**config.mk**
```make
export PLATFORM = sky130hd
export DESIGN_NAME = serial_adder_flat
export DESIGN_NICKNAME = d
export VERILOG_FILES = /design/src/rtl/serial_adder_pkg.sv /design/src/rtl/serial_adder_if.sv /design/src/rtl/serial_adder_digit_adder.sv /design/src/rtl/serial_adder.sv /design/src/flat_wrapper.sv
export SDC_FILE = /design/constraint.sdc
export NUM_CORES = 1
export LEC_CHECK = 0
export BUFFER_PORTS_ARGS = -buffer_cell sky130_fd_sc_hd__buf_4
export CAP_MARGIN = 20
export CORE_MARGIN = 3
export CORE_UTILIZATION = 55
export DETAILED_ROUTE_END_ITERATION = 10
export MAX_ROUTING_LAYER = met4
export PLACE_DENSITY_LB_ADDON = 0.12
export SYNTH_ARGS = -nofsm -noshare
export SYNTH_HDL_FRONTEND = slang
export SYNTH_SLANG_ARGS = --single-unit
```
**constraint.sdc**
```tcl
create_clock -name clk -period 2.2 [get_ports clk]
set_input_delay 0.11 -clock clk [delete_from_list [all_inputs] [get_ports clk]]
set_output_delay 0.11 -clock clk [all_outputs]
set_load 0.1 [all_outputs]
```
**src/rtl/serial_adder_pkg.sv**
```systemverilog
// Shared types and elaboration helpers for the digit-serial add/subtract unit.
package adder_pkg;

  typedef enum logic [1:0] {
    IDLE = 2'd0,
    RUN  = 2'd1,
    DONE = 2'd2
  } adder_state_t;

  // True when DIGIT is a legal slice size for a WIDTH-bit operand.
  function automatic bit digits_ok(input int width, input int digit);
    return (digit > 0) && (digit <= width) && ((width % digit) == 0);
  endfunction

endpackage

```
**src/rtl/serial_adder_if.sv**
```systemverilog
// Request/result bundle between a client and the serial adder.
interface serial_adder_if #(
  parameter int WIDTH = 8
) ();
  logic             start;
  logic [WIDTH-1:0] a;
  logic [WIDTH-1:0] b;
  logic             cin;
  logic             sub;
  logic             busy;
  logic             done;
  logic [WIDTH-1:0] sum;
  logic             cout;
  logic             overflow;

  modport master (
    output start, a, b, cin, sub,
    input  busy, done, sum, cout, overflow
  );

  modport slave (
    input  start, a, b, cin, sub,
    output busy, done, sum, cout, overflow
  );
endinterface

```
**src/rtl/serial_adder_digit_adder.sv**
```systemverilog
// Combinational DIGIT-bit ripple of full adders; also exposes the carry
// entering the top bit so the caller can derive signed overflow.
module digit_adder #(
  parameter int DIGIT = 1
) (
  input  logic [DIGIT-1:0] x,
  input  logic [DIGIT-1:0] y,
  input  logic             ci,
  output logic [DIGIT-1:0] s,
  output logic             co,
  output logic             c_msb
);

  logic [DIGIT:0] cv;

  // Ripple the carry through each full adder of the digit.
  always_comb begin
    cv    = '0;
    s     = '0;
    cv[0] = ci;
    for (int i = 0; i < DIGIT; i++) begin
      s[i]    = x[i] ^ y[i] ^ cv[i];
      cv[i+1] = (x[i] & y[i]) | (x[i] & cv[i]) | (y[i] & cv[i]);
    end
    co    = cv[DIGIT];
    c_msb = cv[DIGIT-1];
  end

endmodule

```
**src/rtl/serial_adder.sv**
```systemverilog
// Digit-serial add/subtract engine: one DIGIT-bit slice per clock, carry held
// in a register between slices, result published with a one-cycle done pulse.
module serial_adder
  import adder_pkg::*;
#(
  parameter int WIDTH = 8,
  parameter int DIGIT = 1
) (
  input logic          clk,
  input logic          rst,
  serial_adder_if.slave bus
);

  localparam int NDIG = WIDTH / DIGIT;
  localparam int CW   = (NDIG > 1) ? $clog2(NDIG) : 1;

  if (!digits_ok(WIDTH, DIGIT) || (WIDTH < 2)) begin : g_bad_params
    $error("serial_adder: WIDTH must be >= 2 and divisible by DIGIT");
  end

  adder_state_t     state_q, state_d;
  logic [CW-1:0]    cnt_q, cnt_d;
  logic [WIDTH-1:0] opa_q, opa_d;
  logic [WIDTH-1:0] opb_q, opb_d;
  logic             carry_q, carry_d;
  logic [WIDTH-1:0] res_q, res_d;
  logic [WIDTH-1:0] sum_q, sum_d;
  logic             cout_q, cout_d;
  logic             ovf_q, ovf_d;

  logic [DIGIT-1:0]       dig_s;
  logic                   dig_co;
  logic                   dig_cmsb;
  logic [WIDTH+DIGIT-1:0] res_cat;
  logic [WIDTH-1:0]       res_shift;
  logic                   last_digit;

  digit_adder #(.DIGIT(DIGIT)) u_digit (
    .x     (opa_q[DIGIT-1:0]),
    .y     (opb_q[DIGIT-1:0]),
    .ci    (carry_q),
    .s     (dig_s),
    .co    (dig_co),
    .c_msb (dig_cmsb)
  );

  // New digit enters at the top, so after NDIG slices the LSB digit sits at bit 0.
  assign res_cat    = {dig_s, res_q};
  assign res_shift  = res_cat[WIDTH+DIGIT-1:DIGIT];
  assign last_digit = (cnt_q == CW'(NDIG - 1));

  // Next-state, datapath shifting and result capture.
  always_comb begin
    state_d = state_q;
    cnt_d   = cnt_q;
    opa_d   = opa_q;
    opb_d   = opb_q;
    carry_d = carry_q;
    res_d   = res_q;
    sum_d   = sum_q;
    cout_d  = cout_q;
    ovf_d   = ovf_q;
    case (state_q)
      IDLE, DONE: begin
        if (bus.start) begin
          // Subtraction folds into addition: A + ~B + ~cin.
          opa_d   = bus.a;
          opb_d   = bus.sub ? ~bus.b : bus.b;
          carry_d = bus.cin ^ bus.sub;
          cnt_d   = '0;
          state_d = RUN;
        end else begin
          state_d = IDLE;
        end
      end
      RUN: begin
        opa_d   = opa_q >> DIGIT;
        opb_d   = opb_q >> DIGIT;
        carry_d = dig_co;
        res_d   = res_shift;
        cnt_d   = cnt_q + CW'(1);
        if (last_digit) begin
          sum_d   = res_shift;
          cout_d  = dig_co;
          ovf_d   = dig_cmsb ^ dig_co;
          state_d = DONE;
        end else begin
          state_d = RUN;
        end
      end
      default: begin
        state_d = IDLE;
      end
    endcase
  end

  // State and datapath registers with synchronous reset.
  always_ff @(posedge clk) begin
    if (rst) begin
      state_q <= IDLE;
      cnt_q   <= '0;
      opa_q   <= '0;
      opb_q   <= '0;
      carry_q <= 1'b0;
      res_q   <= '0;
      sum_q   <= '0;
      cout_q  <= 1'b0;
      ovf_q   <= 1'b0;
    end else begin
      state_q <= state_d;
      cnt_q   <= cnt_d;
      opa_q   <= opa_d;
      opb_q   <= opb_d;
      carry_q <= carry_d;
      res_q   <= res_d;
      sum_q   <= sum_d;
      cout_q  <= cout_d;
      ovf_q   <= ovf_d;
    end
  end

  assign bus.busy     = (state_q == RUN);
  assign bus.done     = (state_q == DONE);
  assign bus.sum      = sum_q;
  assign bus.cout     = cout_q;
  assign bus.overflow = ovf_q;

endmodule

```
**src/flat_wrapper.sv**
```systemverilog
// flat-port wrapper written by rule: the top's interface ports become plain ports
module serial_adder_flat import adder_pkg::*;
#(
  parameter int WIDTH = 8,
  parameter int DIGIT = 1
)
  (clk, rst, bus_start, bus_a, bus_b, bus_cin, bus_sub, bus_busy, bus_done, bus_sum, bus_cout, bus_overflow);
  serial_adder_if #(.WIDTH(WIDTH)) bus_i ();
  input logic clk;
  input logic rst;
  input wire logic [$bits(bus_i.start)-1:0] bus_start;
  input wire logic [$bits(bus_i.a)-1:0] bus_a;
  input wire logic [$bits(bus_i.b)-1:0] bus_b;
  input wire logic [$bits(bus_i.cin)-1:0] bus_cin;
  input wire logic [$bits(bus_i.sub)-1:0] bus_sub;
  output wire logic [$bits(bus_i.busy)-1:0] bus_busy;
  output wire logic [$bits(bus_i.done)-1:0] bus_done;
  output wire logic [$bits(bus_i.sum)-1:0] bus_sum;
  output wire logic [$bits(bus_i.cout)-1:0] bus_cout;
  output wire logic [$bits(bus_i.overflow)-1:0] bus_overflow;
  assign bus_i.start = bus_start;
  assign bus_i.a = bus_a;
  assign bus_i.b = bus_b;
  assign bus_i.cin = bus_cin;
  assign bus_i.sub = bus_sub;
  assign bus_busy = bus_i.busy;
  assign bus_done = bus_i.done;
  assign bus_sum = bus_i.sum;
  assign bus_cout = bus_i.cout;
  assign bus_overflow = bus_i.overflow;
  serial_adder #(.WIDTH(WIDTH), .DIGIT(DIGIT)) u_core (.clk(clk), .rst(rst), .bus(bus_i));
endmodule
```
==> results of run 1 <==
-- synth_stat cells --
cell type,number
o21a_1,1
nand2b_1,2
nand3_1,20
a211oi_1,1
nand2_1,36
nand3b_1,1
fa_1,1
and3b_1,1
clkbuf_1,2
a21oi_1,36
a22oi_1,15
nor2_1,3
buf_4,6
buf_6,4
nand2b_2,1
ha_1,2
xor2_1,9
dfxtp_1,39
nor2b_1,2
xnor2_1,1
inv_2,1
buf_2,2
buf_1,1
-- area by class of cell --
type / count / share of cell area
well taps: 31 / 0.02013
clock buffers: 6 / 0.02143
repair buffers: 35 / 0.1377
clock inverters: 2 / 0.03117
flip-flops and latches: 39 / 0.4052
inverters: 1 / 0.001948
multi-input cells: 132 / 0.3825
-- worst register-to-register path: cells and delay by family, from the launching register on --
kind | cells | cell delay (ns)
AND/OR/NAND/NOR | 2 | 0.47
flip-flops | 1 | 0.37
adder cells (fa/ha/maj) | 2 | 0.35
AO/OA/AOI/OAI | 1 | 0.22
-- routing by layer --
| metal | routed length (um) | GRT usage | vias to the layer above |
|---|---|---|---|
| met2 | 1554 | 0.3287 | 58 |
| met3 | 255 | 0.06383 | 7 |
| met5 | 0 | - | - |
| met1 | 1328 | 0.2211 | 653 |
| met4 | 59 | 0.07430 | 0 |
| li1 | - | - | 699 |
-- power by group --
part	switching, mW	internal (mW)	total (mW)
Clock	0.229	0.355	0.584
Sequential	0.0199	0.735	0.755
Combinational	0.0999	0.0698	0.170
Total	0.349	1.16	1.51
-- flip-flops by register name, indices dropped and copies added, names as in the netlist --
register / count
u_core.bus.sum: 8
u_core.opa_q: 8
u_core.opb_q: 8
u_core.res_q: 7
u_core.cnt_q: 3
u_core.state_q: 2
u_core.bus.cout: 1
u_core.bus.overflow: 1
u_core.carry_q: 1
-- metrics by stage --
step / worst slack, ns / total power [mW] / hold WS (ns) / utilization
final: 0.5104 / 1.509 / 0.04101 / 0.6928
after detailed placement: 0.7374 / 0.9373 / 0.3815 / 0.6527
after CTS: 0.4995 / 1.520 / 0.003781 / 0.6892
after floorplan: 0.4099 / 0.8990 / 0.2460 / -
after global placement: 0.8160 / 0.9296 / 0.3683 / 0.6527
after global routing: 0.4216 / 1.578 / 0.01468 / 0.6928
-- cell families (layout without fill, tap and decap cells) --
logic type      after synthesis  count (layout)  synth area share
fa+ha+maj                     3               3           0.02758
compound gates               53              53            0.1885
buf+inv                      16              44           0.07049
simple gates                 66              66            0.1816
xor+xnor                     10              10           0.05364
flops                        39              39            0.4782
-- layout by cell type, fill, tap and decap left out --
cell           count
nand3b_1           1
ha_1               2
clkbuf_1           1
xor2_1             9
a21oi_1           36
bufinv_16          2
nor2b_1            2
dlygate4sd3_1      1
xnor2_1            1
clkbuf_4           5
nand3_1           20
a211oi_1           1
inv_2              1
nand2b_2           1
buf_4             34
o21a_1             1
and3b_1            1
dfxtp_1           39
a22oi_1           15
nand2_1           36
nand2b_1           2
fa_1               1
nor2_1             3
-- worst min-delay path by stage --
stage | start | endpoint | slack (ns) | cells past startpoint
2_1_floorplan | bus_a[7] | u_core.opa_q[7] | 0.25 | 2
3_3_place_gp | bus_a[7] | u_core.opa_q[7] | 0.37 | 3
3_5_place_dp | bus_a[7] | u_core.opa_q[7] | 0.38 | 3
4_1_cts | bus_a[7] | u_core.opa_q[7] | 0.004 | 3
5_1_grt | bus_a[6] | u_core.opa_q[6] | 0.01 | 3
6_report | bus_a[4] | u_core.opa_q[4] | 0.04 | 3
==> results.yml, run 1 <==
sta:
  slew_headroom: 0.5186
  final-max-slew-violation-count: 0
  finalSetupTns_ns: 0
  worst_slew_pin_slew_ns: 0.7221
  hold_viol_final: 0
  timing.fmax_mhz: 591.9
  worst_clock_skew_ns: 0.01366
  setup_viol: 0
  finalCriticalPeriod_ns: 1.690
  finalCritPeriodShare: 0.7680
  rsz0062_at_grt: "false"
routing:
  drt.antenna.violating_nets: 0
  vias: 1417
  post_drt_wl_per_cell_um: 13.00
  viasPerCell: 5.760
  drt_pre_antenna_iters: 4
  drc: 0
  drtIter0Drc: 73
  wl_um: 3197
cells_and_area:
  fin_cells: 246
  drive_above_1_share: 0.2000
  syn_to_final_growth_pct: 18.01
  final-seq-area_um2: 780.7
  multi_input_area_um2: 737.0
  diodes: 0
  layout.nets: 238
  design_area_mm2: 0.001927
  nFillCells: 236
clocking:
  clkSinkCount: 39
  cts-root-buf: "clkbuf_4"
  clk_latency_ns: 0.34
  cts_made_buffers: 5
  clk_pin_slew_ns: 0.12
  cts_buffer_depth: 2
  post_cts_resized: 0
  htreeDepth: 2
  hold_buffers: 0
  cts_tree: "yes"
  postCtsSetupBuffers: 0
worst_setup_path:
  slowest_delay_ns: 0.37
  cpMaxStageDelayCell: "buf_4"
  cp.arrival_ns: 1.58
  crit_path_start: "u_core.state_q[1]"
  reg2reg_slack_ns: 0.70
  critPathBufInv: 2
  cp_top_family: "buffers and inverters"
  r2r-end: "u_core.bus.overflow"
  path_class: "flop to primary output"
  endpoint_kind: "primary output"
  crit_chain: "nand2b_2 -> inv_2 -> buf_4"
  cp.required_ns: 2.09
  start_kind: "flop"
  ff2ff_path_depth: 5
  crit_fanout: 26
  crit_path_end: "bus_busy"
  path_depth: 3
  r2r-start: "u_core.cnt_q[0]"
floorplan:
  start_util: 0.5870
  rows: 19
  fp.dieH_um: 60.49
  core_mm2: 0.002781
  ioPinCount: 33
  die_w_um: 60.49
  die-area_mm2: 0.003658
synth:
  netlist_top_cells_area: "dfxtp_1 48%, a21oi_1 11%, nand2_1 8.3%"
  synth_cell_types: 23
  ys_ff_latch: 39
  syn_nets: 211
  synth.avg_cell_area_um2: 8.732
  seq_area_frac_synth: 0.4782
  synth_area_mm2: 0.001633
  synth_top_area_frac: 0.4782
  ys_warn_count: 0
  syn-instance-count: 187
  synth_top_area_cell: "dfxtp_1"
global_routing:
  grt.overflow.total: 0
  grt_max_degree: 40
  antenna_found_initial: 0
  grt_pass1_vias: 1236
  track_usage: 0.1976
  grt_pass1_wl_um: 5244
power:
  ir_drop_mv: 0.7329
  powerDensity_mw_per_mm2: 783.0
  p_leak_nw: 0.7521
place:
  io_buffers: 32
  hpwl_um: 2079
  routabilityCongestion: 0.7408
  dpl-instance-area_mm2: 0.001815
  place_inst: 237
run_status:
  outcome: "finished, final reports clean"
min_path:
  hp-class: "input port to flop"
job:
  maxCapViolCount: 0
Power figures use the tool's default switching activity.
==> run 2, diff against run 1 <==
- CORE_UTILIZATION: 55 -> 53
- clock period: 2.2 -> 1.56 ns (I/O delays scaled with it)
==> run 2 against run 1 <==
- clock power is 12% lower
- clock skew decreased by 0.0064 ns
- first-iteration DRC count decreased by 15%
- wire length did not move
- non-clock buffer count up 2
- sequential power rose by 40%
- setup slack worse by 0.41 ns
- core utilization is 2.3 points lower
- hold slack got worse by 0.035 ns
==> results.yml, run 2 (synthesis results as in run 1) <==
run_status:
  outcome: "finished, final reports clean"
global_routing:
  grt_max_degree: 40
  antenna_found_initial: 0
  grt_pass1_vias: 1215
  grt_pass1_wl_um: 5285
  track_usage: 0.1977
  grt.overflow.total: 0
clocking:
  postCtsSetupBuffers: 0
  clk_pin_slew_ns: 0.11
  cts_tree: "yes"
  cts_buffer_depth: 2
  cts-root-buf: "clkbuf_4"
  cts_made_buffers: 5
  clk_latency_ns: 0.34
  htreeDepth: 2
  clkSinkCount: 39
sta:
  hold_ws_ns: 0.005624
  worst_clock_skew_ns: 0.007260
  finalCriticalPeriod_ns: 1.457
  hold_viol_final: 0
  finalSetupTns_ns: 0
  final-max-slew-violation-count: 0
  finalCritPeriodShare: 0.9343
  slew_headroom: 0.7431
  setup_viol: 0
  rsz0062_at_grt: "false"
  timing.fmax_mhz: 686.1
  worst_slew_pin_slew_ns: 0.3854
cells_and_area:
  syn_to_final_growth_pct: 17.09
  diodes: 0
  final_common_cell: "dfxtp_1"
  layout.nets: 240
  nFillCells: 267
  final_cell_mix: "39 x dfxtp_1, 36 x nand2_1, 36 x a21oi_1"
  drive_above_1_share: 0.2130
routing:
  drt_pre_antenna_iters: 5
  wl_um: 3197
  viasPerCell: 5.474
  post_drt_wl_per_cell_um: 12.94
  vias: 1352
  drt.antenna.violating_nets: 0
  drtIter0Drc: 62
  drc: 0
power:
  p_seq_frac: 0.582
  p_comb_frac: 0.136
  p_clk_frac: 0.282
  p_total_mw: 1.828
  p_int_mw: 1.350
  p_leak_nw: 0.7423
  ir_drop_mv: 0.5733
  powerDensity_mw_per_mm2: 955.9
  switchingPower_uw: 477.3
  swShare: 0.2612
place:
  hpwl_um: 2120
  io_buffers: 32
  routabilityCongestion: 0.7372
worst_setup_path:
  ff2ff_path_depth: 5
  endpoint_kind: "primary output"
  cp.arrival_ns: 1.38
  crit_fanout: 26
  start_kind: "flop"
  cp.required_ns: 1.48
  path_class: "flop to primary output"
floorplan:
  die_w_um: 61.51
  rows: 19
  ioPinCount: 33
  core_mm2: 0.002853
  fp.dieH_um: 61.51
  start_util: 0.5724
  die-area_mm2: 0.003783
min_path:
  whs_path_depth: 3
  hp-class: "input port to flop"
job:
  maxCapViolCount: 0
-- run 2: area by class of cell --
| class | count | area, um^2 | area share |
|---|---|---|---|
| Multi-Input combinational cell | 132 | 740.7 | 0.3874 |
| Inverter | 1 | 8.758 | 0.004581 |
| Timing Repair Buffer | 37 | 286.5 | 0.1499 |
| Clock inverter | 1 | 5.005 | 0.002618 |
| Tap cell | 31 | 38.79 | 0.02029 |
| Clock buffer | 6 | 51.30 | 0.02683 |
| Sequential cell | 39 | 780.7 | 0.4084 |
-- run 2: final timing paths --
check        slack [ns]                   to              start
max                0.10             bus_busy  u_core.state_q[0]
min               0.006      u_core.opa_q[2]           bus_a[2]
max reg2reg        0.21  u_core.bus.overflow    u_core.cnt_q[0]
min reg2reg        0.46    u_core.bus.sum[5]  u_core.bus.sum[5]
-- run 2: per-stage QoR --
stage	std cells	cell area, um^2	util	setup WS [ns]
floorplan	187	1635	-	0.2363
global placement	238	1826	0.6399	0.2268
detailed placement	238	1826	0.6399	0.1516
CTS	246	1898	0.6654	0.04864
global route	247	1912	0.6702	0.01186
finish	247	1912	0.6702	0.1025
-- run 2: power by group through the flow --
stage          clock network (mW)  registers, mW  logic [mW]
6_report                    0.516           1.06       0.249
5_1_grt                     0.580           1.07       0.279
4_1_cts                     0.539           1.06       0.247
3_5_place_dp                    0           1.09       0.241
3_3_place_gp                    0           1.08       0.231
2_1_floorplan                   0           1.08       0.189
-- run 2: timing repair --
action / in CTS / in global routing
resized for setup: 2 / 2
hold buffers: 1 / 1
hold endpoints to repair: 1 / 1
endpoints found under the setup margin: 1 / 2
-- run 2: critical path, stage by stage, from the launching register on --
cell      delay [ns]
dfxtp_1         0.47
nand2b_2        0.13
inv_6           0.18
buf_6           0.26
-- run 2: layer usage --
metal  track usage  wire length (um)
met5             -                 0
met1        0.2282              1406
met3       0.06918               180
met2        0.3154              1556
met4       0.07273                54
==> run 3, diff against run 2 <==
- CORE_MARGIN: 3 -> default
==> run 3 against run 2 <==
- the run now ends with DRC left
- clock-buffer cell count is the same
- global-route usage grew 2.9 points
- core utilization grew 2.7 points
- sequential share of layout area shrank 1.2 points
- maximum frequency shrank 0.63%
- power grew 11%
- via count grew 3.3%
- setup slack lost 0.0092 ns
- critical path type unchanged
==> results.yml, run 3 (synthesis results as in run 1) <==
run_status:
  outcome: "complete, but fails checks"
  violations: "DRC"
worst_setup_path:
  path_class: "flop to primary output"
  cp_top_family: "flip-flops"
  cp.arrival_ns: 1.39
  r2r-start: "u_core.cnt_q[0]"
  ff2ff_path_depth: 5
  crit_path_start: "u_core.state_q[0]"
  crit_fanout: 26
  endpoint_kind: "primary output"
  r2r-end: "u_core.bus.sum[6]"
  critPathBufInv: 2
  cpMaxStageDelayCell: "dfxtp_1"
  crit_chain: "nand2b_2 -> inv_6 -> buf_6"
  slowest_delay_ns: 0.47
  cp.required_ns: 1.48
  start_kind: "flop"
  reg2reg_slack_ns: 0.21
power:
  p_seq_frac: 0.526
  p_leak_nw: 0.7689
  p_int_mw: 1.525
  swShare: 0.2460
  ir_drop_mv: 0.6346
  p_comb_frac: 0.126
  powerDensity_mw_per_mm2: 1026
  p_clk_frac: 0.348
  switchingPower_uw: 497.6
routing:
  drt_pre_antenna_iters: 10
  post_drt_wl_per_cell_um: 12.82
  viasPerCell: 5.562
  wl_um: 3218
  vias: 1396
  drtIter0Drc: 56
  drt.antenna.violating_nets: 0
  drc: 3
floorplan:
  ioPinCount: 33
  fp.dieH_um: 57.51
  die_w_um: 57.51
  die-area_mm2: 0.003307
  core_mm2: 0.002829
  rows: 19
  start_util: 0.5772
global_routing:
  busiest_layer: "met2"
  grt_pass1_vias: 1327
  track_usage: 0.2264
  antenna_found_initial: 0
  grt.overflow.total: 0
  grtUsageMet3: 0.06803
  grtUsageMet2: 0.3920
  grt_pass1_wl_um: 5554
  grt_max_degree: 40
  use_met1: 0.2468
sta:
  finalCritPeriodShare: 0.9402
  layout_setup_ws_ns: 0.09328
  hold_viol_final: 0
  finalCriticalPeriod_ns: 1.467
  timing.fmax_mhz: 681.8
  rsz0062_at_grt: "false"
  slew_headroom: 0.7357
  final-max-slew-violation-count: 0
  finalSetupTns_ns: 0
  worst_clock_skew_ns: 0.006430
  worst_slew_pin_slew_ns: 0.3965
  setup_viol: 0
cells_and_area:
  design_area_mm2: 0.001972
  nFillCells: 245
  layout.nets: 243
  drive_above_1_share: 0.2136
  syn_to_final_growth_pct: 20.77
  final_cell_mix: "39 x dfxtp_1, 36 x nand2_1, 36 x a21oi_1"
  diodes: 0
  multi_input_area_um2: 740.7
  final-seq-area_um2: 780.7
  final_common_cell: "dfxtp_1"
place:
  hpwl_um: 2061
  io_buffers: 32
  dpl-instance-area_mm2: 0.001826
  routabilityCongestion: 0.6671
  dp_slack_ns: 0.1856
clocking:
  clk_pin_slew_ns: 0.11
  cts_tree: "yes"
  postCtsSetupBuffers: 0
  cts-root-buf: "clkbuf_4"
  htreeDepth: 2
  cts_buffer_depth: 2
  cts_made_buffers: 5
  clk_latency_ns: 0.35
  clkSinkCount: 39
min_path:
  min_to: "u_core.opb_q[7]"
  min_from: "bus_b[7]"
  hp-class: "input port to flop"
  whs_path_depth: 4
job:
  maxCapViolCount: 0
run 3: cell type report:
type / count / area share
clock buffer: 6 / 0.02602
clock inverter: 2 / 0.01777
inverter: 1 / 0.004442
multi-input combinational: 132 / 0.3756
sequential: 39 / 0.3959
tap: 31 / 0.01967
timing repair buffer: 40 / 0.1605
run 3: routing by layer:
layer	vias up	share of wire
met1	641	0.43
li1	708	-
met2	40	0.51
met4	0	0.017
met3	7	0.050
met5	-	0
run 3: worst register-to-register path, delay by kind of cell (launching register included):
kind / cells / cell delay, ns
adders and majority gates: 2 / 0.40
AOI/OAI and AO/OA: 1 / 0.15
DFF: 1 / 0.34
and+or+nand+nor: 2 / 0.40
run 3: worst max-delay path by stage:
stage                          end  slack [ns]  cells after the start
2_1_floorplan  u_core.bus.overflow        0.24                      2
3_3_place_gp   u_core.bus.overflow        0.22                      5
3_5_place_dp   u_core.bus.overflow        0.19                      5
4_1_cts                   bus_busy        0.03                      3
5_1_grt                   bus_busy        0.01                      3
6_report                  bus_busy        0.09                      3
run 3: repair_timing:
action / 4_1_cts / 5_1_grt
endpoints found under the setup margin: 1 / 2
pin swaps: 0 / 0
hold buffers: 5 / 0
hold endpoints to repair: 5 / 0
resized for setup: 2 / 2
run 3: through the flow:
stage | cells | hold WS [ns] | total power, mW | util
2_1_floorplan | 187 | 0.2140 | 1.268 | -
3_3_place_gp | 238 | 0.3389 | 1.314 | 0.6453
3_5_place_dp | 238 | 0.3468 | 1.325 | 0.6453
4_1_cts | 251 | 0.001109 | 2.041 | 0.6957
5_1_grt | 251 | 0.01630 | 2.115 | 0.6970
6_report | 251 | 0.01424 | 2.023 | 0.6970
run 3: power by group through the flow:
stage	logic, mW	registers, mW	clock network, mW
2_1_floorplan	0.189	1.08	0
3_3_place_gp	0.232	1.08	0
3_5_place_dp	0.239	1.09	0
4_1_cts	0.254	1.06	0.723
5_1_grt	0.281	1.07	0.766
6_report	0.255	1.06	0.704
